`config.mk`:
```
export PLATFORM = sky130hd
export DESIGN_NAME = la_rle_capture
export DESIGN_NICKNAME = d
export VERILOG_FILES = /design/src/rtl/la_rle_capture.sv
export SDC_FILE = /design/constraint.sdc
export NUM_CORES = 1
export LEC_CHECK = 0
export BUFFER_PORTS_ARGS = -buffer_cell sky130_fd_sc_hd__buf_2
export CELL_PAD_IN_SITES_DETAIL_PLACEMENT = 0
export CELL_PAD_IN_SITES_GLOBAL_PLACEMENT = 1
export CORE_UTILIZATION = 50
export CTS_BUF_LIST = sky130_fd_sc_hd__clkbuf_2
export DETAILED_ROUTE_END_ITERATION = 6
export GPL_ROUTABILITY_DRIVEN = 1
export HOLD_SLACK_MARGIN = 0.15
export PLACE_DENSITY = 0.73
export SETUP_SLACK_MARGIN = 0.2
export SYNTH_ARGS = -nofsm -noshare
export SYNTH_HDL_FRONTEND = slang
export SYNTH_SLANG_ARGS = --single-unit
```
`constraint.sdc`:
```
create_clock -name axi_clk -period 13.1 [get_ports axi_clk]
set_input_delay 0 -clock axi_clk [delete_from_list [all_inputs] [get_ports axi_clk]]
set_output_delay 0 -clock axi_clk [all_outputs]
set_load 0.1 [all_outputs]
```
`src/rtl/la_rle_capture.sv`:
```
// Logic-analyser capture block: run-length encodes masked user signals after a
// configurable trigger and streams {run_count, sample} beats out over AXI-Stream.
module la_rle_capture #(
  parameter int pCH         = 24,
  parameter int pRC_W       = 8,
  parameter int pDATA_WIDTH = 32,
  parameter int pDEPTH      = 16
) (
  input  logic                   axi_clk,
  input  logic                   la_reset_n,
  input  logic                   cfg_we,
  input  logic [2:0]             cfg_addr,
  input  logic [31:0]            cfg_wdata,
  output logic [31:0]            cfg_rdata,
  input  logic [pCH-1:0]         up_la_data,
  output logic [pDATA_WIDTH-1:0] m_tdata,
  output logic                   m_tvalid,
  output logic                   m_tlast,
  input  logic                   m_tready,
  output logic                   la_hpri_req
);

  localparam int AW = $clog2(pDEPTH);
  localparam int CW = AW + 1;
  localparam logic [7:0] THRESH_H_RST = 8'(pDEPTH / 2);
  localparam logic [pRC_W-1:0] RC_ONE = pRC_W'(1);

  typedef enum logic [1:0] {IDLE = 2'd0, ARMED = 2'd1, CAPTURE = 2'd2, DONE = 2'd3} state_e;

  state_e state_q, state_d;
  logic en_q;
  logic [1:0] trig_mode_q;
  logic [pCH-1:0] ch_en_q, trig_mask_q, trig_val_q;
  logic [7:0] pkt_len_q, thresh_h_q, thresh_l_q;
  logic [15:0] cap_len_q;
  logic ovf_q;

  logic [pCH-1:0] s, prev_q, prev_d, r_data_q, r_data_d;
  logic [pRC_W-1:0] rc_q, rc_d;
  logic [15:0] pkt_cnt_q, pkt_cnt_d;
  logic gen_valid, gen_last, trig;

  logic [pDATA_WIDTH:0] mem_q [pDEPTH];
  logic [AW-1:0] wr_ptr_q, rd_ptr_q;
  logic [CW-1:0] count_q;
  logic [15:0] count16;
  logic push, pop, drop, ovf_clr;
  logic [pDATA_WIDTH:0] head;
  logic [7:0] bcnt_q, beat_max;
  logic unused_wdata;

  assign s = up_la_data & ch_en_q;
  assign unused_wdata = ^cfg_wdata;
  assign ovf_clr = cfg_we && (cfg_addr == 3'd0) && cfg_wdata[3];

  always_ff @(posedge axi_clk or negedge la_reset_n) begin
    if (!la_reset_n) begin
      en_q        <= 1'b0;
      trig_mode_q <= 2'd0;
      ch_en_q     <= '0;
      trig_mask_q <= '0;
      trig_val_q  <= '0;
      pkt_len_q   <= 8'd8;
      cap_len_q   <= 16'd0;
      thresh_h_q  <= THRESH_H_RST;
      thresh_l_q  <= 8'd2;
    end else if (cfg_we) begin
      case (cfg_addr)
        3'd0: begin
          en_q        <= cfg_wdata[0];
          trig_mode_q <= cfg_wdata[2:1];
        end
        3'd1: ch_en_q     <= cfg_wdata[pCH-1:0];
        3'd2: trig_mask_q <= cfg_wdata[pCH-1:0];
        3'd3: trig_val_q  <= cfg_wdata[pCH-1:0];
        3'd4: pkt_len_q   <= cfg_wdata[7:0];
        3'd5: cap_len_q   <= cfg_wdata[15:0];
        3'd6: begin
          thresh_h_q <= cfg_wdata[15:8];
          thresh_l_q <= cfg_wdata[7:0];
        end
        default: ;
      endcase
    end
  end

  always_comb begin
    cfg_rdata = '0;
    case (cfg_addr)
      3'd0: cfg_rdata[2:0] = {trig_mode_q, en_q};
      3'd1: cfg_rdata[pCH-1:0] = ch_en_q;
      3'd2: cfg_rdata[pCH-1:0] = trig_mask_q;
      3'd3: cfg_rdata[pCH-1:0] = trig_val_q;
      3'd4: cfg_rdata[7:0] = pkt_len_q;
      3'd5: cfg_rdata[15:0] = cap_len_q;
      3'd6: cfg_rdata[15:0] = {thresh_h_q, thresh_l_q};
      default: cfg_rdata[15:0] = {count16[7:0], 5'd0, state_q, ovf_q};
    endcase
  end

  always_comb begin
    case (trig_mode_q)
      2'd0:    trig = 1'b1;
      2'd1:    trig = ((s & trig_mask_q) == (trig_val_q & trig_mask_q));
      2'd2:    trig = (((s ^ prev_q) & trig_mask_q) != '0);
      default: trig = 1'b0;
    endcase
  end

  always_ff @(posedge axi_clk or negedge la_reset_n) begin
    if (!la_reset_n) begin
      state_q   <= IDLE;
      prev_q    <= '0;
      r_data_q  <= '0;
      rc_q      <= RC_ONE;
      pkt_cnt_q <= 16'd0;
    end else begin
      state_q   <= state_d;
      prev_q    <= prev_d;
      r_data_q  <= r_data_d;
      rc_q      <= rc_d;
      pkt_cnt_q <= pkt_cnt_d;
    end
  end

  always_comb begin
    state_d   = state_q;
    prev_d    = prev_q;
    r_data_d  = r_data_q;
    rc_d      = rc_q;
    pkt_cnt_d = pkt_cnt_q;
    gen_valid = 1'b0;
    gen_last  = 1'b0;
    case (state_q)
      IDLE: begin
        if (en_q) begin
          state_d = ARMED;
          prev_d  = s;
        end
      end
      ARMED: begin
        if (!en_q) begin
          state_d = IDLE;
        end else begin
          prev_d = s;
          if (trig) begin
            state_d   = CAPTURE;
            r_data_d  = s;
            rc_d      = RC_ONE;
            pkt_cnt_d = 16'd0;
          end
        end
      end
      CAPTURE: begin
        if (!en_q) begin
          gen_valid = 1'b1;
          gen_last  = 1'b1;
          state_d   = IDLE;
          rc_d      = RC_ONE;
        end else begin
          if (s != r_data_q) begin
            gen_valid = 1'b1;
            r_data_d  = s;
            rc_d      = RC_ONE;
          end else if (rc_q == '1) begin
            gen_valid = 1'b1;
            rc_d      = RC_ONE;
          end else begin
            rc_d = rc_q + RC_ONE;
          end
          // Packets dropped on overflow still count toward the capture length
          if (gen_valid) begin
            pkt_cnt_d = pkt_cnt_q + 16'd1;
            if ((cap_len_q != 16'd0) && (pkt_cnt_d == cap_len_q)) begin
              gen_last = 1'b1;
              state_d  = DONE;
            end
          end
        end
      end
      default: begin
        if (!en_q) state_d = IDLE;
      end
    endcase
  end

  assign pop  = m_tvalid && m_tready;
  assign push = gen_valid && ((count_q < CW'(pDEPTH)) || pop);
  assign drop = gen_valid && !push;
  assign count16 = 16'(count_q);

  always_ff @(posedge axi_clk) begin
    if (push) mem_q[wr_ptr_q] <= {gen_last, rc_q, r_data_q};
  end

  always_ff @(posedge axi_clk or negedge la_reset_n) begin
    if (!la_reset_n) begin
      wr_ptr_q    <= '0;
      rd_ptr_q    <= '0;
      count_q     <= '0;
      ovf_q       <= 1'b0;
      bcnt_q      <= 8'd0;
      la_hpri_req <= 1'b0;
    end else begin
      if (push) wr_ptr_q <= wr_ptr_q + AW'(1);
      if (pop)  rd_ptr_q <= rd_ptr_q + AW'(1);
      if (push && !pop)      count_q <= count_q + CW'(1);
      else if (pop && !push) count_q <= count_q - CW'(1);
      if (drop)         ovf_q <= 1'b1;
      else if (ovf_clr) ovf_q <= 1'b0;
      if (pop) bcnt_q <= m_tlast ? 8'd0 : bcnt_q + 8'd1;
      if (count16 >= 16'(thresh_h_q))     la_hpri_req <= 1'b1;
      else if (count16 < 16'(thresh_l_q)) la_hpri_req <= 1'b0;
    end
  end

  assign head     = mem_q[rd_ptr_q];
  assign beat_max = (pkt_len_q == 8'd0) ? 8'd0 : pkt_len_q - 8'd1;
  assign m_tvalid = (count_q != '0);
  assign m_tdata  = m_tvalid ? head[pDATA_WIDTH-1:0] : '0;
  assign m_tlast  = m_tvalid && (head[pDATA_WIDTH] || (bcnt_q == beat_max));

endmodule

```
==> After elaboration in Yosys (flattened, before gate mapping) <==
Memories as Yosys holds them, arrays and structs flattened.
Index checks and enable logic that the tools add are counted.
{ "totals": {"reg_bits": 212, "ram_bits": 528, "input_bits": 63, "output_inout_bits": 67, "memories": 1} }
{ "classes": {"n_addsub": 8, "order_cmp": 3, "n_eq_ne": 25, "mux": 50, "bitwise_logic": 5, "reduce_logical": 38} }
{ "mem_list": {"columns": ["memory", "depth", "word_bits", "rd", "rd_clocked_by_memory_dff", "write_ports", "line", "rtl"], "rows": [
  ["mem_q", 16, 33, 1, 0, 1, "43", "logic [pDATA_WIDTH:0] mem_q [pDEPTH];"]
]} }
{ "ops": {"columns": ["op", "n"], "rows": [
  ["bitwise AND 24 bit", 4],
  ["two-way mux 24 bit", 4],
  ["two-way mux 16 bit", 4],
  ["two-way mux 8 bit", 7],
  ["one-hot mux 24 bit (2 select lines)", 1],
  ["one-hot mux 8 bit (6 select lines)", 1],
  ["two-way mux 32 bit", 1],
  ["one-hot mux 16 bit (2 select lines)", 1],
  ["one-hot mux 5 bit (6 select lines)", 1],
  ["== test 24 bit", 1],
  ["!= test 24 bit", 1],
  ["one-hot mux 8 bit (3 select lines)", 1],
  ["nonzero test 24 bit", 1],
  ["XOR 24 bit", 1],
  ["one-hot mux 3 bit (7 select lines)", 1],
  ["adder 16 x 1 -> 16 bit, second input constant", 1],
  ["adder 8 x 1 -> 8 bit, second input constant", 2],
  ["== test 16 bit", 1],
  ["two-way mux 1 bit", 16],
  ["one-hot mux 8 bit (2 select lines)", 1],
  ["AND reduction 2 bit", 8],
  ["nonzero test 16 bit", 1],
  ["AND reduction 5 bit", 3],
  ["two-way mux 2 bit", 7],
  ["other kinds (30)", 59]
]} }

==> Logic depth before layout (Yosys ltp) <==
Gate-level depths: netlist (run 1).
{ "logic_depth": {"ltp_word": 12, "depth_mapped": 13, "depth_no_buf": 13} }

==> Worst setup path after synthesis (run 1) <==
No wires, ideal clock.
{ "synth_timing": {"path_kind": "flip-flop to flip-flop", "start": "register rc_q[0]", "end": "memory mem_q[7][0] (netlist name), enable pin", "setup_ns": 0.464, "t_arrival_ns": 4.384, "required_time_ns": 12.636, "path_slack_ns": 8.252, "path_stages_with_launch": 8, "n_path_buf": 0, "synth_period_minus_slack_ns": 4.848, "path_cell_list": "dfstp_2 ha_1 nand3_1 nor3_1 nand3_1 a311oi_2 nand2_1 nor3_1"} }
{ "synth_between": {"elab_chain_cells": 10} }
{ "synth_lines": {"columns": ["element", "line", "rtl"], "rows": [
  ["start: declaration", "39", "logic [pRC_W-1:0] rc_q, rc_d;"],
  ["start signal: assignment", "121", "rc_q <= rc_d;"],
  ["== test 8 bit", "165", "end else if (rc_q == '1) begin"],
  ["two-way mux 1 bit", "165", null],
  ["two-way mux 1 bit", "161", "if (s != r_data_q) begin"],
  ["two-way mux 1 bit", "155", "if (!en_q) begin"],
  ["two-way mux 1 bit", "134", "case (state_q)"],
  ["two-way mux 1 bit", "155", null],
  ["two-way mux 1 bit", "134", null],
  ["logical AND 1 bit", "188", "assign push = gen_valid && ((count_q < CW'(pDEPTH)) || pop);"],
  ["net push", "47", "logic push, pop, drop, ovf_clr;"],
  ["two-way mux 1 bit", "193", "if (push) mem_q[wr_ptr_q] <= {gen_last, rc_q, r_data_q};"],
  ["two-way mux 1 bit (implied by the code)", "193", null],
  ["end: declaration", "43", null]
]} }
The timed path passes the listed nets, and every way through them passes these cells. The select of a mux whose other input is x is not followed.

==> Worst setup path in the final report (run 1) <==
{ "layout_timing": {"start": "register r_data_q[23]", "end": "memory mem_q[4][3] (netlist name), enable pin"} }
{ "layout_between": {"elab_chain_cells": 9} }
{ "layout_lines": {"columns": ["element", "line", "rtl"], "rows": [
  ["start: declaration", "38", "logic [pCH-1:0] s, prev_q, prev_d, r_data_q, r_data_d;"],
  ["start signal: assignment", "120", "r_data_q <= r_data_d;"],
  ["!= test 24 bit", "161", null],
  ["two-way mux 1 bit", "161", null],
  ["two-way mux 1 bit", "155", null],
  ["two-way mux 1 bit", "134", null],
  ["two-way mux 1 bit", "155", null],
  ["two-way mux 1 bit", "134", null],
  ["logical AND 1 bit", "188", null],
  ["net push", "47", null],
  ["two-way mux 1 bit", "193", null],
  ["two-way mux 1 bit (implied by the code)", "193", null]
]} }
The timed path passes the listed nets, and every way through them passes these cells. The select of a mux whose other input is x is not followed.

==> results of run 1 <==
how the worst max path moves through the flow:
stage,slack [ns],end,cells after the start,startpoint
6_report,7.26,mem_q[4][3],12,r_data_q[23]
5_1_grt,7.10,mem_q[4][3],12,r_data_q[23]
3_5_place_dp,8.76,mem_q[4][29],9,rc_q[0]
3_3_place_gp,8.86,count_q[4],14,r_data_q[19]
4_1_cts,7.27,mem_q[4][3],12,r_data_q[23]
2_1_floorplan,8.25,mem_q[7][0],7,rc_q[0]
state kept, by name (all words and copies together), names as in the netlist, 8 cells and up:
register / flops
bcnt_q: 8
cap_len_q: 16
ch_en_q: 24
mem_q: 528
pkt_cnt_q: 16
pkt_len_q: 8
prev_q: 24
r_data_q: 24
rc_q: 8
thresh_h_q: 8
thresh_l_q: 8
trig_mask_q: 24
trig_val_q: 24
area by class of cell:
class	count	area, sq um	area share (%)
diodes	7	17.5	0.0468
clock buffers	293	1470	3.91
clock inverters	40	283	0.755
inverters	66	248	0.661
multi-input cells	1045	10300	27.6
flip-flops and latches	740	21200	56.5
well taps	846	1060	2.83
repair buffers	346	2870	7.66
synth_stat cells (all sizes together), types with 32 or more instances:
cell type	count	area share, %
o21ai	58	0.90
clkbuf	69	0.81
edfxtp	528	49
and3	35	0.68
mux2i	32	1.0
buf	32	0.55
dfrtp	208	16
a21oi	50	0.78
inv	66	0.77
nand2	91	1.1
mux4	165	12
xnor2	58	1.6
mux2	150	5.3
nor2b	44	0.86
nor2	41	0.49
logic make-up after synthesis:
kind of cell | after synthesis | share of synthesized area, %
AND/OR/NAND/NOR | 352 | 5.90
adder cells (fa/ha/maj) | 23 | 0.920
AO/OA/AOI/OAI | 237 | 5.09
buffers and inverters | 167 | 2.13
other | 1 | 0.0117
flip-flops | 740 | 66.0
XOR/XNOR | 78 | 2.13
multiplexers | 347 | 17.8
worst max-delay path, delay by kind of cell, from the launching register on:
kind	cells	cell delay [ns]
buffers and inverters	5	2.67
AND/OR/NAND/NOR	5	1.58
flip-flops	1	0.69
AO/OA/AOI/OAI	2	0.54
power by group through the flow:
| stage | clock, uW | combinational [uW] | sequential (uW) |
|---|---|---|---|
| after CTS | 1630 | 2840 | 3350 |
| after global placement | 0 | 2710 | 3370 |
| final | 1580 | 2810 | 3360 |
| after global routing | 1750 | 2980 | 3400 |
| after detailed placement | 0 | 2730 | 3400 |
| after floorplan | 0 | 2290 | 3150 |
repair_timing:
item	4_1_cts	5_1_grt
hold buffers	202	0
buffers inserted	0	0
endpoints found under the hold margin	877	0
gates resized for setup	0	0
per-layer routing:
metal	share of wire [%]	GRT usage, %	vias up
li1	-	-	8663
met1	41	32.8	9952
met2	49	41.3	654
met3	6.1	5.40	154
met4	3.3	10.6	2
met5	0.012	0	-
metrics by stage:
stage / hold slack, ns / power (uW) / cell area (sq um)
5_1_grt: 0.213 / 8140 / 37500
4_1_cts: 0.151 / 7820 / 37400
3_5_place_dp: 0.0275 / 6130 / 33700
2_1_floorplan: -0.296 / 5440 / 32100
6_report: 0.332 / 7750 / 37500
3_3_place_gp: 0.0198 / 6080 / 33700
==> summary.txt, run 1 <==
Die
  – Chip height: 255 microns
  – Die area: 65,200 sq um
  – Number of standard-cell rows in the floorplan: 92
  – Placeable core area: 63,200 sq um
  – IO Count: 130
  – Die Span X: 255 microns
  – Starting density of the core: 50.8%

Cells and area
  – Net count reported at finish: 2,470
  – Core utilization of the finished layout: 59.3%
  – Area grow syn2layout: 16.8%
  – Fraction of layout cells with a size suffix above 1: 31.9%
  – Commonest cells after routing, fill and taps aside: sky130_fd_sc_hd__edfxtp_1, sky130_fd_sc_hd__clkbuf_2, sky130_fd_sc_hd__dfrtp_1, sky130_fd_sc_hd__dlygate4sd3_1, sky130_fd_sc_hd__mux4_2
  – Leading cell type in the layout, fill and taps excluded: sky130_fd_sc_hd__edfxtp_1
  – Final non-filler cell total: 3,383
  – Number of filler cells placed in the layout: 4,911

Worst setup path
  – Crit path cell chain: and3_1 > o22a_1 > dlygate4sd3_1 > nand4_1 > dlygate4sd3_1 > nor3_4 > dlygate4sd3_1 > a311oi_2 > buf_4 > nand2_1 > nor3_2 > buf_4
  – Reg2reg start: r_data_q[23]
  – Critical Path End Type: flip-flop
  – Cell occurring most often along the worst timing path: sky130_fd_sc_hd__dlygate4sd3_1
  – Required arrival time at the worst endpoint: 14.09 ns
  – Element type at the critical path start: flip-flop
  – CP Data Arrival Time: 6.83 ns
  – Maximum fanout count along the critical path: 24
  – Worst-case register-to-register setup slack: 7.26 ns
  – Start-to-end type of the worst setup path: flip-flop to flip-flop
  – Path depth of the worst reg2reg path: 12
  – Max incr delay on CP: 0.93 ns
  – Endpoint of the worst-slack reg-to-reg timing path: mem_q[4][3]
  – Max stage delay cell, worst path: sky130_fd_sc_hd__nor3_2

Power
  – Total power divided by cell area: 207 nW/um^2
  – Sw Share: 40.6%
  – Total net switching power: 3150 uW
  – Leakage dissipation: 0.0140 uW
  – Share of total power in sequential cells: 43.3%
  – Peak supply drop: 162 uV
  – Clock network power share: 20.4%
  – Logic gate share of total power: 36.3%
  – Internal cell power: 4600 uW

Synthesis
  – Number of cells produced by synthesis: 1,945
  – Count of flip-flops with a built-in enable after synthesis: 528
  – Dominant synthesized flop cell: sky130_fd_sc_hd__edfxtp_1
  – Share of async-settable or async-resettable flops after synthesis: 28.6%
  – Distinct cell type count of the synthesized netlist: 73
  – Total of warnings raised by yosys: 0
  – Mean instance size in the synthesized netlist: 16.5 sq um
  – Synthesis-stage register bit count: 740
  – Proportion of synthesized chip area in sequential cells: 66.0%
  – Post-synthesis instance area: 32,100 sq um

Detailed routing
  – Mean number of vias per cell: 5.74
  – Total wire length after detailed routing: 80,100 microns
  – Wire length per cell: 23.7 microns
  – Initial DRT Pass Iterations: 5
  – Final routed DRC violation total: 0
  – Drt initial violations: 1,443
  – Total number of vias: 19,400
  – Remaining antenna violation count: 0

STA
  – Setup repair after global routing missed its margin: false
  – Endpoints failing setup: 0
  – Actual slew at the worst max-slew pin: 1.27 ns
  – Final period demand of the worst path: 5.84 ns
  – Timing-limited maximum frequency: 171 MHz
  – Layout Skew: 0.107 ns
  – Fin worst setup slack: 7.26 ns
  – Final hold violation count: 0
  – Max-slew violation count: 0
  – Fin Setup TNS: 0 ns
  – Period utilization: 44.6%
  – Slew HR: 14.7%

GRT
  – Total congestion overflow after global routing: 0
  – Number of antenna violations at the first check in global routing: 4
  – Vias in the first global route: 20,500
  – First-pass GRT wire length: 122,000 microns
  – Pin count of the biggest net entering global routing: 112
  – GRT Overall Usage: 25.2%

Min path
  – Destination of the worst hold path: cap_len_q[6]
  – Hold depth: 4
  – Hold/Removal Path Class: primary input to flip-flop
  – Worst hold start: cfg_wdata[6]

Placed design
  – Number of placed cells counting well taps: 2,841
  – Pre-CTS setup slack: 8.76 ns
  – Placed wire-length estimate after detailed placement: 47,300 microns
  – Final RePlAce weighted congestion: 0.815
  – Port Buffers: 113

CTS
  – Number of buffers between clock root and the deepest sink: 3
  – H-Tree Level Count: 4
  – Clock insertion delay at the later pin of the skew report: 1.40 ns
  – Clock tree root buffer cell: sky130_fd_sc_hd__clkbuf_2
  – Clock-pin slew of the registers on the worst-case setup and hold paths: 0.10 ns
  – Clock tree from TritonCTS: yes
  – # clock sinks: 740
  – Num CTS Buffers: 185

Run
  – Number of violations of the max-capacitance limit: 0

Run status
  – Outcome: finished clean
(Power assumes the default switching activity.)
==> inputs of run 2 (changes only) <==
--- a/config.mk
+++ b/config.mk
@@ -13,7 +13,7 @@
 export DETAILED_ROUTE_END_ITERATION = 6
 export GPL_ROUTABILITY_DRIVEN = 1
 export HOLD_SLACK_MARGIN = 0.15
-export PLACE_DENSITY = 0.73
+export PLACE_DENSITY = 0.76
 export SETUP_SLACK_MARGIN = 0.2
 export SYNTH_ARGS = -nofsm -noshare
 export SYNTH_HDL_FRONTEND = slang
==> constraint.sdc (replaced) <==
create_clock -name axi_clk -period 4.92 [get_ports axi_clk]
set_input_delay 0 -clock axi_clk [delete_from_list [all_inputs] [get_ports axi_clk]]
set_output_delay 0 -clock axi_clk [all_outputs]
set_load 0.1 [all_outputs]
==> run 2 against run 1 <==
First-iteration DRC count increased by 4.1%. Routed wire length grew 0.76%. Count of clock-buffer cells in the layout down 11. Register-to-register slack lost 6.8 ns. Hold slack got worse by 0.0078 ns.
==> summary.txt, run 2 (synthesis results as in run 1) <==
Run status
  – Outcome: finished clean

Power
  – Leakage dissipation: 0.0139 uW
  – Sw Share: 40.7%
  – Total Power: 20,700 uW
  – Share of total power in sequential cells: 43.4%
  – Peak supply drop: 429 uV
  – Clock network power share: 20.4%
  – Total power divided by cell area: 552 nW/um^2
  – Internal cell power: 12,300 uW
  – Total net switching power: 8400 uW
  – Logic gate share of total power: 36.2%

GRT
  – Number of antenna violations at the first check in global routing: 3
  – Total congestion overflow after global routing: 0
  – Pin count of the biggest net entering global routing: 125
  – GRT Overall Usage: 25.4%
  – Vias in the first global route: 20,300
  – First-pass GRT wire length: 124,000 microns

Worst setup path
  – Required arrival time at the worst endpoint: 6.12 ns
  – Maximum fanout count along the critical path: 19
  – Critical Path End Type: flip-flop
  – Crit path max-delay family: compound AO/OA/AOI/OAI gates
  – Buf/Inv on CP: 2
  – Element type at the critical path start: flip-flop
  – CP Data Arrival Time: 5.64 ns
  – Crit path cell chain: and3_1 > o22a_1 > dlygate4sd3_1 > nand4_1 > nor3_4 > a311oi_2 > ha_1 > inv_1 > fa_1 > a21o_1 > a21oi_1 > xnor2_1 > nor2_1 > xor2_1
  – Max incr delay on CP: 0.77 ns
  – Start-to-end type of the worst setup path: flip-flop to flip-flop
  – Max stage delay cell, worst path: sky130_fd_sc_hd__a311oi_2

CTS
  – Num CTS Buffers: 185
  – Clock insertion delay at the later pin of the skew report: 1.37 ns
  – Total of hold buffers inserted after clock tree synthesis: 184
  – # clock sinks: 740
  – Post-CTS Repair Setup Buffers: 0
  – H-Tree Level Count: 4
  – Clock tree from TritonCTS: yes
  – Clock tree root buffer cell: sky130_fd_sc_hd__clkbuf_2
  – Clock-pin slew of the registers on the worst-case setup and hold paths: 0.10 ns
  – Cells resized by post-CTS repair: 0
  – Number of buffers between clock root and the deepest sink: 3

Run
  – Number of violations of the max-capacitance limit: 0

Cells and area
  – Number of filler cells placed in the layout: 4,819
  – Area grow syn2layout: 16.7%
  – Commonest cells after routing, fill and taps aside: sky130_fd_sc_hd__edfxtp_1, sky130_fd_sc_hd__clkbuf_2, sky130_fd_sc_hd__dfrtp_1, sky130_fd_sc_hd__dlygate4sd3_1, sky130_fd_sc_hd__mux4_2
  – Net count reported at finish: 2,468
  – Flip-flop count of the largest register, all copies and words added: 528
  – Final non-filler cell total: 3,371
  – Register bank with the most flops: mem_q
  – Leading cell type in the layout, fill and taps excluded: sky130_fd_sc_hd__edfxtp_1
  – Fraction of layout cells with a size suffix above 1: 32.1%

STA
  – Timing-limited maximum frequency: 225 MHz
  – Fin Setup TNS: 0 ns
  – Final hold slack: 0.324 ns
  – Slew HR: 20.6%
  – Layout Skew: 0.102 ns
  – Setup repair after global routing missed its margin: false
  – Period utilization: 90.2%
  – Final period demand of the worst path: 4.44 ns
  – Endpoints failing setup: 0
  – Actual slew at the worst max-slew pin: 1.18 ns
  – Max-slew violation count: 0
  – Final hold violation count: 0

Placed design
  – Placed wire-length estimate after detailed placement: 48,600 microns
  – Number of placed cells counting well taps: 2,857
  – Final RePlAce weighted congestion: 0.828
  – Port Buffers: 113

Die
  – IO Count: 130
  – Number of standard-cell rows in the floorplan: 92
  – Placeable core area: 63,200 sq um
  – Starting density of the core: 50.8%
  – Die Span X: 255 microns
  – Die area: 65,200 sq um
  – Chip height: 255 microns

Min path
  – Hold/Removal Path Class: primary input to flip-flop

Detailed routing
  – Total wire length after detailed routing: 80,700 microns
  – Drt initial violations: 1,502
  – Wire length per cell: 23.9 microns
  – Final routed DRC violation total: 0
  – Remaining antenna violation count: 0
  – Total number of vias: 19,600
  – Mean number of vias per cell: 5.81
  – Initial DRT Pass Iterations: 7
## run 2: worst reg2reg max path, stage by stage (launching register included)
cell	delay (ns)
sky130_fd_sc_hd__dfrtp_1	0.61
sky130_fd_sc_hd__and3_1	0.30
sky130_fd_sc_hd__o22a_1	0.21
sky130_fd_sc_hd__dlygate4sd3_1	0.57
sky130_fd_sc_hd__nand4_1	0.14
sky130_fd_sc_hd__nor3_4	0.10
sky130_fd_sc_hd__a311oi_2	0.77
sky130_fd_sc_hd__ha_1	0.37
sky130_fd_sc_hd__inv_1	0.13
sky130_fd_sc_hd__fa_1	0.42
sky130_fd_sc_hd__a21o_1	0.19
sky130_fd_sc_hd__a21oi_1	0.18
sky130_fd_sc_hd__xnor2_1	0.14
sky130_fd_sc_hd__nor2_1	0.06
sky130_fd_sc_hd__xor2_1	0.14
## run 2: metrics by stage
step           instance area [sq um]  util, %  setup slack [ns]
2_1_floorplan                  32100        -            0.0718
3_3_place_gp                   33800     53.5             0.737
3_5_place_dp                   33800     53.5             0.631
4_1_cts                        37500     59.3             0.348
5_1_grt                        37500     59.3             0.233
6_report                       37500     59.3             0.480
## run 2: path summary, 6_finish.rpt
check	start	endpoint	slack (ns)	depth (start not counted)
worst max-delay path	r_data_q[23]	count_q[4]	0.48	14
worst min register to register	prev_q[20]	prev_q[20]	0.51	2
min in group asynchronous	la_reset_n	pkt_cnt_q[5]	0.34	5
worst max register to register	r_data_q[23]	count_q[4]	0.48	14
worst min-delay path	cfg_wdata[9]	cap_len_q[9]	0.32	4
max in group asynchronous	la_reset_n	r_data_q[5]	3.25	6
## run 2: final cells by class
| type | instances | area (sq um) | area share [%] |
|---|---|---|---|
| flip-flops and latches | 740 | 21200 | 56.5 |
| multi-input cells | 1045 | 10300 | 27.6 |
| repair buffers | 344 | 2890 | 7.70 |
| clock buffers | 282 | 1410 | 3.77 |
| well taps | 846 | 1060 | 2.83 |
| clock inverters | 47 | 334 | 0.892 |
| inverters | 66 | 248 | 0.661 |
| diodes | 1 | 2.50 | 0.00668 |
## run 2: per-layer routing
layer,up-vias,wire (microns),GRT usage [%]
li1,8625,-,-
met1,10100,33800,34.2
met2,749,39900,41.3
met3,125,5020,5.06
met4,2,1920,8.92
met5,-,14,0
## run 2: power by group through the flow
stage / Combinational (uW) / Sequential, uW / Clock [uW]
after floorplan: 6130 / 8380 / 0
after global placement: 7270 / 9010 / 0
after detailed placement: 7320 / 9100 / 0
after CTS: 7550 / 8960 / 4330
after global routing: 7930 / 9110 / 4640
final: 7480 / 8980 / 4210
==> inputs of run 3 (changes only) <==
--- a/config.mk
+++ b/config.mk
@@ -13,8 +13,8 @@
 export DETAILED_ROUTE_END_ITERATION = 6
 export GPL_ROUTABILITY_DRIVEN = 1
 export HOLD_SLACK_MARGIN = 0.15
-export PLACE_DENSITY = 0.76
-export SETUP_SLACK_MARGIN = 0.2
+export PLACE_DENSITY = 0.73
+export SETUP_SLACK_MARGIN = 0.1
 export SYNTH_ARGS = -nofsm -noshare
 export SYNTH_HDL_FRONTEND = slang
 export SYNTH_SLANG_ARGS = --single-unit
==> constraint.sdc (replaced) <==
create_clock -name axi_clk -period 4.6 [get_ports axi_clk]
set_input_delay 0 -clock axi_clk [delete_from_list [all_inputs] [get_ports axi_clk]]
set_output_delay 0 -clock axi_clk [all_outputs]
set_load 0.1 [all_outputs]
==> run 3 against run 2 <==
Setup slack worse by 0.22 ns. Die area unchanged. Core utilization up 0.30 points. Sequential power grew 6.9%. Total power up 6.1%. Clock power about the same. First-iteration DRC count shrank 5.1%. Via count down 0.38%. Clock skew is 0.011 ns higher.
==> summary.txt, run 3 (synthesis results as in run 1) <==
GRT
  – Number of antenna violations at the first check in global routing: 1
  – First-pass GRT wire length: 124,000 microns
  – Vias in the first global route: 20,500
  – GRT Overall Usage: 25.6%
  – Total congestion overflow after global routing: 0
  – Pin count of the biggest net entering global routing: 109

Detailed routing
  – Wire length per cell: 24.0 microns
  – Final routed DRC violation total: 0
  – Total number of vias: 19,500
  – Total wire length after detailed routing: 81,300 microns
  – Initial DRT Pass Iterations: 5
  – Drt initial violations: 1,426
  – Mean number of vias per cell: 5.75
  – Remaining antenna violation count: 0

CTS
  – H-Tree Level Count: 4
  – Num CTS Buffers: 185
  – Clock tree root buffer cell: sky130_fd_sc_hd__clkbuf_2
  – Clock tree from TritonCTS: yes
  – Number of buffers between clock root and the deepest sink: 3
  – Clock insertion delay at the later pin of the skew report: 1.39 ns
  – # clock sinks: 740
  – Clock-pin slew of the registers on the worst-case setup and hold paths: 0.10 ns

Power
  – Sw Share: 41.1%
  – Total net switching power: 9020 uW
  – Clock network power share: 19.1%
  – Share of total power in sequential cells: 43.8%
  – Leakage dissipation: 0.0140 uW
  – Internal cell power: 12,900 uW
  – Total power divided by cell area: 583 nW/um^2
  – Peak supply drop: 341 uV
  – Logic gate share of total power: 37.1%

Worst setup path
  – Cell occurring most often along the worst timing path: sky130_fd_sc_hd__dlygate4sd3_1
  – Maximum fanout count along the critical path: 19
  – Start-to-end type of the worst setup path: flip-flop to flip-flop
  – Required arrival time at the worst endpoint: 5.85 ns
  – Path depth of the worst reg2reg path: 15
  – Critical Path End Type: flip-flop
  – Crit path cell chain: and3_1 > o22a_1 > dlygate4sd3_1 > nand4_1 > nor3_4 > dlygate4sd3_1 > a311oi_2 > ha_2 > inv_1 > fa_1 > a21o_1 > a21oi_1 > xnor2_1 > nor2_1 > xor2_1
  – Max stage delay cell, worst path: sky130_fd_sc_hd__dlygate4sd3_1
  – Element type at the critical path start: flip-flop
  – Max incr delay on CP: 0.62 ns
  – CP Data Arrival Time: 5.59 ns

STA
  – Layout Skew: 0.113 ns
  – Final hold violation count: 0
  – Period utilization: 94.3%
  – Endpoints failing setup: 0
  – Actual slew at the worst max-slew pin: 1.23 ns
  – Final period demand of the worst path: 4.34 ns
  – Max-slew violation count: 0
  – Setup repair after global routing missed its margin: true
  – Slew HR: 17.4%
  – Timing-limited maximum frequency: 231 MHz

Cells and area
  – Area grow syn2layout: 17.3%
  – Net count reported at finish: 2,492
  – Final non-filler cell total: 3,390
  – Fraction of layout cells with a size suffix above 1: 31.4%
  – Sequential cell area: 21,200 sq um
  – Leading cell type in the layout, fill and taps excluded: sky130_fd_sc_hd__edfxtp_1
  – Register bank with the most flops: mem_q
  – Number of filler cells placed in the layout: 4,861
  – Multi-input combinational cell area: 10,400 sq um
  – Flip-flop count of the largest register, all copies and words added: 528
  – Commonest cells after routing, fill and taps aside: sky130_fd_sc_hd__edfxtp_1, sky130_fd_sc_hd__clkbuf_2, sky130_fd_sc_hd__dfrtp_1, sky130_fd_sc_hd__dlygate4sd3_1, sky130_fd_sc_hd__mux4_2
  – Core utilization of the finished layout: 59.6%

Die
  – Number of standard-cell rows in the floorplan: 92
  – Starting density of the core: 50.8%
  – Die Span X: 255 microns
  – Placeable core area: 63,200 sq um
  – Chip height: 255 microns
  – IO Count: 130
  – Die area: 65,200 sq um

Placed design
  – Port Buffers: 113
  – Placed wire-length estimate after detailed placement: 49,000 microns
  – Final RePlAce weighted congestion: 0.828
  – Number of placed cells counting well taps: 2,858

Min path
  – Hold/Removal Path Class: primary input to asynchronous set/reset pin

Run
  – Number of violations of the max-capacitance limit: 0

Run status
  – Outcome: finished clean
==> run 3: cell types whose count changed in the layout (fill, tap and decap cells not counted), sizes merged <==
cell         change
clkinvlp         +1
clkbuf          -20
buf              +5
dlygate4sd3     +19
diode            +1
clkinv          +15
inv              +2
bufinv           -4
==> run 3: cell type report <==
class,count,share of cell area (%)
diodes,2,0.0133
clock buffers,262,3.48
clock inverters,61,0.761
inverters,66,0.658
multi-input cells,1045,27.5
flip-flops and latches,740,56.3
well taps,846,2.81
repair buffers,368,8.50
==> run 3: worst max-delay path, delay by kind of cell (launching register included) <==
kind	cells	cell delay, ns
buffers and inverters	3	1.28
AOI/OAI and AO/OA	4	0.92
adders and majority gates	2	0.70
DFF	1	0.59
and+or+nand+nor	4	0.46
xor gates and xnor gates	2	0.28
==> run 3: power groups by stage <==
stage,combinational (uW),clock (uW),sequential [uW]
floorplan,6550,0,8960
global placement,7810,0,9630
detailed placement,7870,0,9720
CTS,8190,4340,9580
global route,8620,4680,9730
finish,8150,4190,9600
==> run 3: routing by layer <==
layer / track usage [%] / routed length (microns) / vias to the layer above
li1: - / - / 8667
met3: 5.41 / 4800 / 169
met5: 0 / 0 / -
met4: 11.9 / 3140 / 0
met2: 41.5 / 40000 / 647
met1: 33.2 / 33400 / 10000
==> run 3: final timing paths <==
path | to | from | slack [ns]
worst max-delay path | count_q[4] | r_data_q[18] | 0.26
worst min-delay path | pkt_cnt_q[7] | la_reset_n | 0.31
worst max register to register | count_q[4] | r_data_q[18] | 0.26
worst min register to register | la_hpri_req | thresh_h_q[7] | 0.50
max in group asynchronous | ch_en_q[1] | la_reset_n | 3.19
min in group axi_clk | prev_q[18] | up_la_data[18] | 0.33
==> run 3: repair_timing <==
item                                    4_1_cts  5_1_grt
endpoints found under the setup margin        9       52
buffers inserted                              0        2
gates resized for setup                       2        8
pin swaps                                     0        1
endpoints found under the hold margin       941        0
hold buffers                                205        0
==> run 3: through the flow <==
| stage | setup TNS, ns | setup slack [ns] | total power [uW] | hold slack (ns) | cell area, sq um |
|---|---|---|---|---|---|
| 2_1_floorplan | -32.76 | -0.248 | 15500 | -0.296 | 32100 |
| 3_3_place_gp | 0 | 0.892 | 17400 | 0.133 | 33900 |
| 3_5_place_dp | 0 | 0.855 | 17600 | 0.143 | 33900 |
| 4_1_cts | 0 | 0.0632 | 22100 | 0.152 | 37600 |
| 5_1_grt | 0 | 0.0715 | 23000 | 0.240 | 37600 |
| 6_report | 0 | 0.263 | 21900 | 0.315 | 37600 |
